### src/rtl/systolic_sequencer.sv
// systolic_sequencer
//   Sequences one inference pass of the systolic array. A start request
//   latches the array configuration. The block then streams activation-buffer
//   read addresses and waits for the array pipeline to drain. It finishes with
//   a one-cycle done pulse. Weight-buffer swaps happen only while no
//   activations are in flight. A swap request that arrives during a pass is
//   held and serviced after that pass completes.
//
// Ports
//   clk            clock
//   resetn         synchronous, active-low reset
//   start          one-cycle start request
//   weight_req     one-cycle weight transfer request
//   cfg_last_row   last active row index
//   cfg_last_col   last active column index
//   cfg_addr_start first activation address
//   cfg_batch      number of activation vectors
//   act_rd_en      activation buffer read enable
//   act_rd_addr    activation buffer read address
//   weight_swap    one-cycle pulse: copy buffered weights into the array
//   busy           high from the first cycle after accept through DONE
//   done           one-cycle completion pulse
//   start_err      one-cycle pulse: start dropped because busy
module systolic_sequencer #(
  parameter int ADDR_W  = 11,
  parameter int DIM_W   = 5,
  parameter int BATCH_W = 6,
  parameter int RD_LAT  = 1
) (
  input  logic               clk,
  input  logic               resetn,
  input  logic               start,
  input  logic               weight_req,
  input  logic [DIM_W-1:0]   cfg_last_row,
  input  logic [DIM_W-1:0]   cfg_last_col,
  input  logic [ADDR_W-1:0]  cfg_addr_start,
  input  logic [BATCH_W-1:0] cfg_batch,
  output logic               act_rd_en,
  output logic [ADDR_W-1:0]  act_rd_addr,
  output logic               weight_swap,
  output logic               busy,
  output logic               done,
  output logic               start_err
);

  typedef enum logic [2:0] {IDLE, SWAP, FEED, DRAIN, DONE} state_t;

  state_t             state;
  logic               start_pend;
  logic               weight_pend;
  logic [DIM_W-1:0]   lat_last_row;
  logic [DIM_W-1:0]   lat_last_col;
  logic [ADDR_W-1:0]  lat_addr_start;
  logic [BATCH_W-1:0] lat_batch;
  // Reads still to issue after the current FEED cycle.
  logic [BATCH_W-1:0] feed_cnt;
  // DRAIN cycles still to wait after the current one.
  logic [DIM_W+1:0]   drain_cnt;
  logic [DIM_W+1:0]   drain_init;

  // The drain lasts last_row+last_col+RD_LAT+1 cycles. The counter is loaded
  // with one less than that because the entry cycle is itself a drain cycle.
  assign drain_init = {2'b00, lat_last_row} + {2'b00, lat_last_col}
                    + (DIM_W+2)'(RD_LAT);

  // Outputs are registered. Each transition sets the output values that the
  // state being entered must present.
  always_ff @(posedge clk) begin
    if (!resetn) begin
      state          <= IDLE;
      start_pend     <= 1'b0;
      weight_pend    <= 1'b0;
      lat_last_row   <= '0;
      lat_last_col   <= '0;
      lat_addr_start <= '0;
      lat_batch      <= '0;
      feed_cnt       <= '0;
      drain_cnt      <= '0;
      act_rd_en      <= 1'b0;
      act_rd_addr    <= '0;
      weight_swap    <= 1'b0;
      busy           <= 1'b0;
      done           <= 1'b0;
      start_err      <= 1'b0;
    end else begin
      weight_swap <= 1'b0;
      done        <= 1'b0;
      start_err   <= 1'b0;
      act_rd_en   <= 1'b0;

      if (start && state != IDLE) start_err <= 1'b1;
      // Requests outside IDLE collapse into one pending swap.
      if (weight_req && state != IDLE) weight_pend <= 1'b1;

      case (state)
        IDLE: begin
          if (start) begin
            lat_last_row   <= cfg_last_row;
            lat_last_col   <= cfg_last_col;
            lat_addr_start <= cfg_addr_start;
            lat_batch      <= cfg_batch;
          end
          if (weight_req || weight_pend) begin
            // The swap goes first, so the new weights are in place before
            // any activation of this pass is read.
            state       <= SWAP;
            weight_pend <= 1'b0;
            weight_swap <= 1'b1;
            start_pend  <= start;
            busy        <= start;
          end else if (start) begin
            busy <= 1'b1;
            if (cfg_batch == '0) begin
              state <= DONE;
              done  <= 1'b1;
            end else begin
              state       <= FEED;
              act_rd_en   <= 1'b1;
              act_rd_addr <= cfg_addr_start;
              feed_cnt    <= cfg_batch - BATCH_W'(1);
            end
          end
        end

        SWAP: begin
          start_pend <= 1'b0;
          if (start_pend) begin
            if (lat_batch == '0) begin
              state <= DONE;
              done  <= 1'b1;
            end else begin
              state       <= FEED;
              act_rd_en   <= 1'b1;
              act_rd_addr <= lat_addr_start;
              feed_cnt    <= lat_batch - BATCH_W'(1);
            end
          end else begin
            state <= IDLE;
            busy  <= 1'b0;
          end
        end

        FEED: begin
          if (feed_cnt != '0) begin
            act_rd_en   <= 1'b1;
            act_rd_addr <= act_rd_addr + ADDR_W'(1);
            feed_cnt    <= feed_cnt - BATCH_W'(1);
          end else begin
            state     <= DRAIN;
            drain_cnt <= drain_init;
          end
        end

        DRAIN: begin
          if (drain_cnt != '0) begin
            drain_cnt <= drain_cnt - (DIM_W+2)'(1);
          end else begin
            state <= DONE;
            done  <= 1'b1;
          end
        end

        DONE: begin
          busy <= 1'b0;
          if (weight_pend || weight_req) begin
            state       <= SWAP;
            weight_swap <= 1'b1;
            weight_pend <= 1'b0;
          end else begin
            state <= IDLE;
          end
        end

        default: begin
          state <= IDLE;
          busy  <= 1'b0;
        end
      endcase
    end
  end

endmodule

### config.mk
export PLATFORM = sky130hd
export DESIGN_NAME = systolic_sequencer
export DESIGN_NICKNAME = d
export VERILOG_FILES = /design/src/rtl/systolic_sequencer.sv
export SDC_FILE = /design/constraint.sdc
export NUM_CORES = 1
export LEC_CHECK = 0
export ABC_AREA = 1
export CAP_MARGIN = 10
export CORE_ASPECT_RATIO = 0.7
export CORE_MARGIN = 2
export CORE_UTILIZATION = 50
export DETAILED_ROUTE_END_ITERATION = 16
export GPL_ROUTABILITY_DRIVEN = 0
export GPL_TIMING_DRIVEN = 1
export PLACE_DENSITY = 0.74
export SLEW_MARGIN = 20
export SYNTH_ARGS = -nofsm -noshare
export SYNTH_HDL_FRONTEND = slang
export SYNTH_SLANG_ARGS = --single-unit
### constraint.sdc
create_clock -name clk -period 2.3 [get_ports clk]
set_input_delay 0.575 -clock clk [delete_from_list [all_inputs] [get_ports clk]]
set_output_delay 0.575 -clock clk [all_outputs]
set_load 0.02 [all_outputs]
# Word level (Yosys, flattened, before mapping)
# Cells that the tools add are included.
[classes]
n_addsub = 7
eq_ne = 16
n_mux = 51
bitwise_logic = 1
reduce_logical = 21
[op_table]
columns = ["op", "n"]
rows = [
  ["$mux 11", 6],
  ["$mux 6", 6],
  ["$pmux 11 s3", 1],
  ["$mux 1", 22],
  ["$ne 2x2->1 const B", 11],
  ["$mux 3", 7],
  ["$pmux 6 s3", 1],
  ["$sub 6x1->6 const B", 3],
  ["$pmux 3 s5", 1],
  ["$mux 7", 2],
  ["$pmux 7 s2", 1],
  ["$logic_not 6->1", 2],
  ["$add 11x1->11 const B", 1],
  ["$pmux 1 s3", 3],
  ["$reduce_and 3->1", 3],
  ["$add 6x1->7 const B", 1],
  ["$reduce_and 7->1", 1],
  ["$reduce_bool 7->1", 1],
  ["$sub 7x1->7 const B", 1],
  ["$add 5x5->6", 1],
  ["$eq 3x2->1 const B", 2],
  ["$reduce_and 2->1", 3],
  ["$reduce_bool 3->1", 2],
  ["$reduce_bool 6->1", 1],
  ["other kinds (10)", 13],
]
[word_totals]
regBits = 61
inputBits = 31
out_inout_bits = 16
elab_cells = 111

# Depth between registers and ports, before layout
[logic_depth]
ltp_word = 5
ltp_mapped = 13

# Worst setup path before layout
# OpenSTA, ideal clock, no wires.
[synth_path]
kind = "register -> register"
from = "register state[2]"
to = "register feed_cnt[2]"
setup_ps = 117
arrival_ps = 1523
t_required_ps = 2183
slack_ps = 660
path_stages_with_launch = 12
path_buffers = 1
cell_sequence = "dfxtp_1 -> inv_1 -> nand2_2 -> nor2_4 -> buf_6 -> nand2_2 -> nand2_1 -> nor2_2 -> ha_1 -> xor2_1 -> nor2_1 -> nor2_1"
[synth_via]
elab_chain_cells = 3
elab_cells_between_ends = 12
classes_between = "eq/ne: 8; mux: 1; reduce/logical: 3"
[synth_lines]
columns = ["item", "line_no", "source"]
rows = [
  ["start, declared", "48", "state_t state;"],
  ["start signal, assigned", "70", "state <= IDLE;"],
  ["start signal, assigned", "106", "state <= SWAP;"],
  ["start signal, assigned", "114", "state <= DONE;"],
  ["$eq 3x2->1, or another cell as far along", "95", "case (state)"],
  ["$ne 2x2->1 (no source line) / $reduce_bool 3->1 (equally long branches)", "--", ""],
  ["$reduce_and 7->1 (no source line)", "--", ""],
  ["end signal, assigned", "120", "feed_cnt <= cfg_batch - BATCH_W'(1);"],
  ["end signal, assigned", "135", "feed_cnt <= lat_batch - BATCH_W'(1);"],
  ["end signal, assigned", "147", "feed_cnt <= feed_cnt - BATCH_W'(1);"],
  ["end, declared", "56", "logic [BATCH_W-1:0] feed_cnt;"],
]
# Parallel ways exist; a longest one is shown, timed or not.
# A chain may end at the register's enable or synchronous reset.

# Worst setup path after layout
[layout_path]
from = "register act_rd_addr[2]"
to = "output act_rd_addr[2]"
[layout_lines]
columns = ["item", "line_no", "source"]
rows = [
  ["start, declared", "39", "output logic [ADDR_W-1:0] act_rd_addr,"],
  ["start signal, assigned", "119", "act_rd_addr <= cfg_addr_start;"],
  ["start signal, assigned", "134", "act_rd_addr <= lat_addr_start;"],
  ["start signal, assigned", "146", "act_rd_addr <= act_rd_addr + ADDR_W'(1);"],
]
# No word-level cell between the ends.

==> flow_summary.html <==
<table>
<tr><th>Metric</th><th>Value</th></tr>
<tr><th colspan="2">STA</th></tr>
<tr><td>Final hold vios</td><td>0</td></tr>
<tr><td>Maximum clock rate</td><td>488 MHz</td></tr>
<tr><td>Number of pins with negative max-slew slack in the final report</td><td>0</td></tr>
<tr><td>Final clock period utilization by the worst path</td><td>0.891</td></tr>
<tr><td>Unrepaired setup endpoints after global routing</td><td>no</td></tr>
<tr><td>Clock tree skew after final layout</td><td>4.62 ps</td></tr>
<tr><td>Setup violation total in the final timing report</td><td>0</td></tr>
<tr><td>Minimum clock period after layout</td><td>approximately 2000 ps</td></tr>
<tr><td>Max-slew headroom</td><td>0.717</td></tr>
<tr><td>Transition time at the pin with the least slew margin</td><td>424 ps</td></tr>
<tr><td>Total negative setup slack</td><td>0 ps</td></tr>
<tr><td>Hold_ws</td><td>447 ps</td></tr>
<tr><th colspan="2">Yosys</th></tr>
<tr><td>Syn Nets</td><td>506</td></tr>
<tr><td>Synth top area cells</td><td>sky130_fd_sc_hd__dfxtp_1 (38%), sky130_fd_sc_hd__o21ai_0 (9.4%), sky130_fd_sc_hd__nor2_1 (8.2%)</td></tr>
<tr><td>Average instance area after synthesis</td><td>6.97 um^2</td></tr>
<tr><td>Count of warnings emitted by yosys</td><td>0</td></tr>
<tr><td>Most common flop cell mapped by yosys</td><td>sky130_fd_sc_hd__dfxtp_1</td></tr>
<tr><td>Number of synthesized flops with an enable pin</td><td>0</td></tr>
<tr><td>Area share of the largest cell type after synthesis</td><td>0.376</td></tr>
<tr><td>Register bit total from synthesis</td><td>61</td></tr>
<tr><td>Most numerous cell in the Yosys netlist</td><td>sky130_fd_sc_hd__nor2_1</td></tr>
<tr><td>Combinational family with the most area after synthesis</td><td>simple AND/OR/NAND/NOR gates</td></tr>
<tr><td>Cells after Synth</td><td>466</td></tr>
<tr><td>Share of async-settable or async-resettable flops after synthesis</td><td>0</td></tr>
<tr><td>Xor-xnor portion of the synthesized cell area</td><td>0.0189</td></tr>
<tr><td>Unique masters post-synth</td><td>35</td></tr>
<tr><td>Biggest area consumer among synthesized cells</td><td>sky130_fd_sc_hd__dfxtp_1</td></tr>
<tr><td>Cell types with the highest counts after synthesis</td><td>sky130_fd_sc_hd__nor2_1 (71), sky130_fd_sc_hd__dfxtp_1 (61), sky130_fd_sc_hd__o21ai_0 (61)</td></tr>
<tr><td>Adder-cell share of the synthesized area</td><td>0.0370</td></tr>
<tr><td>Share of cell area taken by muxes after synthesis</td><td>0</td></tr>
<tr><td>Seq/Total Area, Yosys</td><td>0.376</td></tr>
<tr><td>Fraction of the mapped netlist area in simple logic gates</td><td>0.277</td></tr>
<tr><td>Synthesized cell area</td><td>between 3000 and 4000 um^2</td></tr>
<tr><td>Fraction of the mapped netlist area in compound gates</td><td>0.193</td></tr>
<tr><th colspan="2">Clock network</th></tr>
<tr><td>Post-CTS setup buffers</td><td>0</td></tr>
<tr><td>Total number of clock tree sinks</td><td>61</td></tr>
<tr><td>Cts-stage hold buffer count</td><td>0</td></tr>
<tr><td>Number of buffers on the longest clock path</td><td>2</td></tr>
<tr><td>TritonCTS clock tree</td><td>done</td></tr>
<tr><td>Cts bufs inserted</td><td>9</td></tr>
<tr><td>Root buffer selected by CTS</td><td>sky130_fd_sc_hd__clkbuf_8</td></tr>
<tr><td>Resize count post-CTS</td><td>0</td></tr>
<tr><td>Number of levels in the clock H-tree</td><td>3</td></tr>
<tr><td>Clock Latency Late Sink</td><td>340 ps</td></tr>
<tr><td>Clock-pin slew on the worst setup and hold paths</td><td>around 60 ps</td></tr>
<tr><th colspan="2">Global routing</th></tr>
<tr><td>Global-route total usage across every layer</td><td>0.247</td></tr>
<tr><td>Global-route congestion overflow total</td><td>0</td></tr>
<tr><td>Antenna violations before repair</td><td>0</td></tr>
<tr><td>Wire length of the first global-routing pass</td><td>14.0 mm</td></tr>
<tr><td>Vias in the first global route</td><td>3062</td></tr>
<tr><td>Largest net degree at the start of global routing</td><td>30</td></tr>
<tr><th colspan="2">Power</th></tr>
<tr><td>Switching power total</td><td>roughly 2.3 mW</td></tr>
<tr><td>Power Internal</td><td>2.83 mW</td></tr>
<tr><td>Switching power share of the total</td><td>0.453</td></tr>
<tr><td>Power per Cell Area</td><td>1300 nW/um^2</td></tr>
<tr><td>Standby leakage power</td><td>1.71 nW</td></tr>
<tr><td>Worst IR Drop VDD</td><td>0.536 mV</td></tr>
<tr><td>Fraction of power consumed by combinational cells</td><td>0.518</td></tr>
<tr><td>Fraction of power consumed by sequential logic</td><td>0.326</td></tr>
<tr><td>Total design power</td><td>slightly above 5 mW</td></tr>
<tr><td>Clock network power share</td><td>0.156</td></tr>
<tr><th colspan="2">Routing</th></tr>
<tr><td>Iteration-0 DRC count of the detailed router</td><td>216</td></tr>
<tr><td>Number of iterations in the first detailed-routing pass</td><td>4</td></tr>
<tr><td>Remaining DRCs</td><td>0</td></tr>
<tr><td>Total number of vias</td><td>3216</td></tr>
<tr><td>Total wire length after detailed routing</td><td>8.17 mm</td></tr>
<tr><td>Post-route ant nets</td><td>0</td></tr>
<tr><td>Post-detailed-route wirelength per cell</td><td>13.6 um</td></tr>
<tr><td>Avg Vias per Cell</td><td>5.37</td></tr>
<tr><th colspan="2">Floorplan</th></tr>
<tr><td>Initial core utilization</td><td>0.520</td></tr>
<tr><td>Number of placement rows</td><td>24</td></tr>
<tr><td>Floorplan core area</td><td>6250 um^2</td></tr>
<tr><td>Width of the chip</td><td>100 um</td></tr>
<tr><td>Die Y-Extent</td><td>71.4 um</td></tr>
<tr><td>Total die area</td><td>7170 um^2</td></tr>
<tr><td>I/O Pins</td><td>47</td></tr>
<tr><th colspan="2">Min path</th></tr>
<tr><td>Path class of the lowest-slack min-delay path</td><td>reg2reg</td></tr>
<tr><th colspan="2">Layout</th></tr>
<tr><td>Number of diodes added for antenna fixing</td><td>0</td></tr>
<tr><td>Fraction of final layout cells sized beyond drive strength 1</td><td>0.0864</td></tr>
<tr><td>Nets</td><td>roughly 560</td></tr>
<tr><td>Area growth from synthesis to layout</td><td>22.3%</td></tr>
<tr><td>Final core utilization</td><td>0.636</td></tr>
<tr><td>Post-route standard cell area excluding fillers</td><td>just under 4000 um^2</td></tr>
<tr><th colspan="2">Critical path</th></tr>
<tr><td>Biggest cell delay along the critical path</td><td>660 ps</td></tr>
<tr><td>Arrival time at the worst endpoint</td><td>1470 ps</td></tr>
<tr><td>Count of buffering cells on the critical path with inverters included</td><td>1</td></tr>
<tr><td>Crit path max fanout</td><td>9</td></tr>
<tr><td>Type of the worst setup path</td><td>reg2out</td></tr>
<tr><td>Worst Setup Start Kind</td><td>flip-flop</td></tr>
<tr><td>Family of cells with the greatest summed delay on the critical path</td><td>buffers and inverters</td></tr>
<tr><td>CP Capture Type</td><td>primary output</td></tr>
<tr><td>CP Data Required Time</td><td>1730 ps</td></tr>
<tr><td>Ordered list of cells on the worst path</td><td>clkdlybuf4s50_1</td></tr>
<tr><td>Library cell contributing the largest single delay on the critical path</td><td>sky130_fd_sc_hd__clkdlybuf4s50_1</td></tr>
<tr><th colspan="2">Placement</th></tr>
<tr><td>Half-perimeter wire length of the detailed placement result</td><td>5.89 mm</td></tr>
<tr><td>Count of buffers inserted at the top-level ports</td><td>46</td></tr>
<tr><td>DP Area</td><td>between 3000 and 4000 um^2</td></tr>
<tr><th colspan="2">Outcome</th></tr>
<tr><td>Result of the run</td><td>completed</td></tr>
<tr><th colspan="2">Run</th></tr>
<tr><td>Total of max-cap violations</td><td>0</td></tr>
</table>
metal layers:
| metal | vias to the layer above | global-route usage | share of wire |
|---|---|---|---|
| met1 | 1449 | 0.338 | 0.49 |
| met3 | 8 | 0.0712 | 0.065 |
| met4 | 0 | 0.0807 | 0.0093 |
| li1 | 1649 | - | - |
| met2 | 110 | 0.378 | 0.44 |
| met5 | - | 0 | 0 |
per-stage QoR:
| stage | worst slack, ps | cells |
|---|---|---|
| after floorplan | 660 | 466 |
| after global placement | 269 | 584 |
| after detailed placement | 207 | 584 |
| after CTS | 238 | 599 |
| after global routing | 135 | 599 |
| final | 251 | 599 |
final cells by class:
class	instances	area, um^2
Sequential cell	61	1220
Multi-Input combinational cell	330	1710
Clock inverter	2	10.0
Inverter	58	218
Fill cell	590	2270
Tap cell	78	97.6
Timing Repair Buffer	57	568
Clock buffer	13	149
cell usage in the layout (no fill, tap or decap), types with 2 or more instances in the layout:
cell type                         count
sky130_fd_sc_hd__a21oi_1             40
sky130_fd_sc_hd__xnor2_1              3
sky130_fd_sc_hd__clkdlybuf4s50_1     46
sky130_fd_sc_hd__buf_12               2
sky130_fd_sc_hd__dfxtp_1             61
sky130_fd_sc_hd__nand4_1              7
sky130_fd_sc_hd__a211oi_1             2
sky130_fd_sc_hd__ha_1                 8
sky130_fd_sc_hd__nand2_2              3
sky130_fd_sc_hd__clkinv_2             2
sky130_fd_sc_hd__o211ai_1             3
sky130_fd_sc_hd__xor2_1               4
sky130_fd_sc_hd__o21ai_0             61
sky130_fd_sc_hd__o31ai_1              2
sky130_fd_sc_hd__clkbuf_1             3
sky130_fd_sc_hd__nor3_1               8
sky130_fd_sc_hd__o21ai_1              8
sky130_fd_sc_hd__nand3_1             34
sky130_fd_sc_hd__inv_1               53
sky130_fd_sc_hd__clkbuf_8            10
sky130_fd_sc_hd__inv_2                4
sky130_fd_sc_hd__nand2_1             55
sky130_fd_sc_hd__nand3_2              6
sky130_fd_sc_hd__nor2_1              71
sky130_fd_sc_hd__nor2_2               3
sky130_fd_sc_hd__buf_4                9
sky130_fd_sc_hd__nor2_4               3
kinds of logic (layout without fill, tap and decap cells):
family	after synthesis	count (layout)
AOI/OAI and AO/OA	120	120
xor gates and xnor gates	7	7
adders and majority gates	9	9
buffers and inverters	75	130
DFF	61	61
and+or+nand+nor	194	194
sequential cells by signal (all words and copies together), names as in the netlist:
name and flops:
lat_last_col 5, weight_pend 1, lat_last_row 5, busy 1, act_rd_addr 11, act_rd_en 1
lat_addr_start 11, lat_batch 6, state 3, drain_cnt 7, feed_cnt 6, done 1
start_pend 1, start_err 1, weight_swap 1
final timing paths:
kind | startpoint | end | slack (ps) | cells past startpoint
setup / recovery | act_rd_addr[2] | act_rd_addr[2] | 250 | 1
setup reg to reg | state[0] | feed_cnt[2] | 320 | 9
hold reg to reg | lat_addr_start[4] | lat_addr_start[4] | 450 | 2
hold / removal | lat_addr_start[4] | lat_addr_start[4] | 450 | 2
power by group through the flow:
| stage | logic (mW) | registers (mW) | clock network, mW |
|---|---|---|---|
| after CTS | 2.66 | 1.68 | 0.821 |
| final | 2.67 | 1.68 | 0.808 |
| after detailed placement | 2.64 | 1.70 | 0 |
| after global routing | 3.01 | 1.73 | 0.878 |
| after floorplan | 1.78 | 1.77 | 0 |
| after global placement | 2.59 | 1.69 | 0 |
tightest hold or removal path: stages (launching register included):
cell	delay (ps)
sky130_fd_sc_hd__dfxtp_1	300
sky130_fd_sc_hd__inv_1	50
sky130_fd_sc_hd__a21oi_1	50
No activity file was read; power rests on OpenSTA's default activity.
==> patch, RTL diff (same flow settings) <==
Change the parameter `BATCH_W` from 6 to 3.
--- a/src/rtl/systolic_sequencer.sv
+++ b/src/rtl/systolic_sequencer.sv
@@ -25,5 +25,5 @@
   parameter int ADDR_W  = 11,
   parameter int DIM_W   = 5,
-  parameter int BATCH_W = 6,
+  parameter int BATCH_W = 3,
   parameter int RD_LAT  = 1
 ) (
Ports: changed (resized cfg_batch); port bits go from 47 to 44. No check against the original RTL was run, so the function may have changed too.
==> patch against the unedited design <==
Die area is 7.1% lower. Sequential power is 3% lower. Setup slack worse by 0.027 ns. Worst hold slack better by 0.016 ns. Cell area is 8.4% lower. Synthesized area is 7.4% lower. First-iteration DRC count is 15% higher. Core utilization is 0.38 points lower. Routed wire length is 5.4% lower. Power is 11% lower. Sequential cell count is 6 lower. Critical endpoint is now act_rd_addr[0].
==> patch: results <==
export IMPL_numPortBuffers=43
export IMPL_worst_slew_pin_slew_ns=0.354
export IMPL_dr_wl_met2_mm=3.26
export IMPL_drt_wl_total_mm=7.73
export IMPL_clk_latency_ns=0.31
export IMPL_use_met2_pct=37.7
export IMPL_stdcell_count=590
export IMPL_fin_skew_ns=0.00940
export IMPL_drive_gt1_share_pct=5.24
export IMPL_wl_met1_mm=3.91
export IMPL_synth_xor_area_share_pct=0.291
export IMPL_synth_seq_area_share_pct=36.6
export IMPL_synth_compound_area_share_pct=15.0
export IMPL_met1_usage_pct=36.0
export IMPL_via_count=3122
export IMPL_leakage_nw=1.70
export IMPL_htree_levels=2
export IMPL_synth_nets=508
export IMPL_grt_use_total_pct=24.3
export IMPL_synth_common_cells="95 x nor2_1, 91 x nand2_1, 57 x inv_1, 55 x dfxtp_1, 54 x o21ai_0"
export IMPL_status="finished clean"
export IMPL_synth_distinct_cells=28
export IMPL_numCtsBuffers=5
export IMPL_place_area_sq_um=3520
export IMPL_clk_pin_slew_worst_paths_ns=0.10
export IMPL_synthTopCellsByArea="dfxtp_1 37%, nor2_1 12%, nand2_1 11%"
export IMPL_vdd_ir_drop_max_v=0.000424
export IMPL_grt_pass1_vias=2705
export IMPL_grt_pass1_wl_mm=13.0
==> patch: path summary, 6_finish.rpt <==
kind | start | to | slack [ns] | cells after the start
hold reg to reg | lat_last_col[0] | lat_last_col[0] | 0.46 | 2
hold / removal | lat_last_col[0] | lat_last_col[0] | 0.46 | 2
setup / recovery | act_rd_addr[0] | act_rd_addr[0] | 0.22 | 1
setup reg to reg | state[0] | feed_cnt[2] | 0.47 | 10
==> patch: where the power goes <==
part | switching (mW) | internal (mW)
clock | 0.315 | 0.353
combinational | 1.44 | 0.886
sequential | 0.322 | 1.31
==> patch: worst min-delay path, delay by kind of cell, from the launching register on <==
family | cells | cell delay (ns)
DFF | 1 | 0.31
buffers and inverters | 1 | 0.06
AOI/OAI and AO/OA | 1 | 0.06
==> patch: cell type report <==
class                      instances  area [sq um]
clock inverter                     2          35.0
inverter                          60           225
fill                             542          2120
tap                               75          93.8
sequential                        55          1100
clock buffer                       6          82.6
multi-input combinational        341          1610
timing repair buffer              51           490
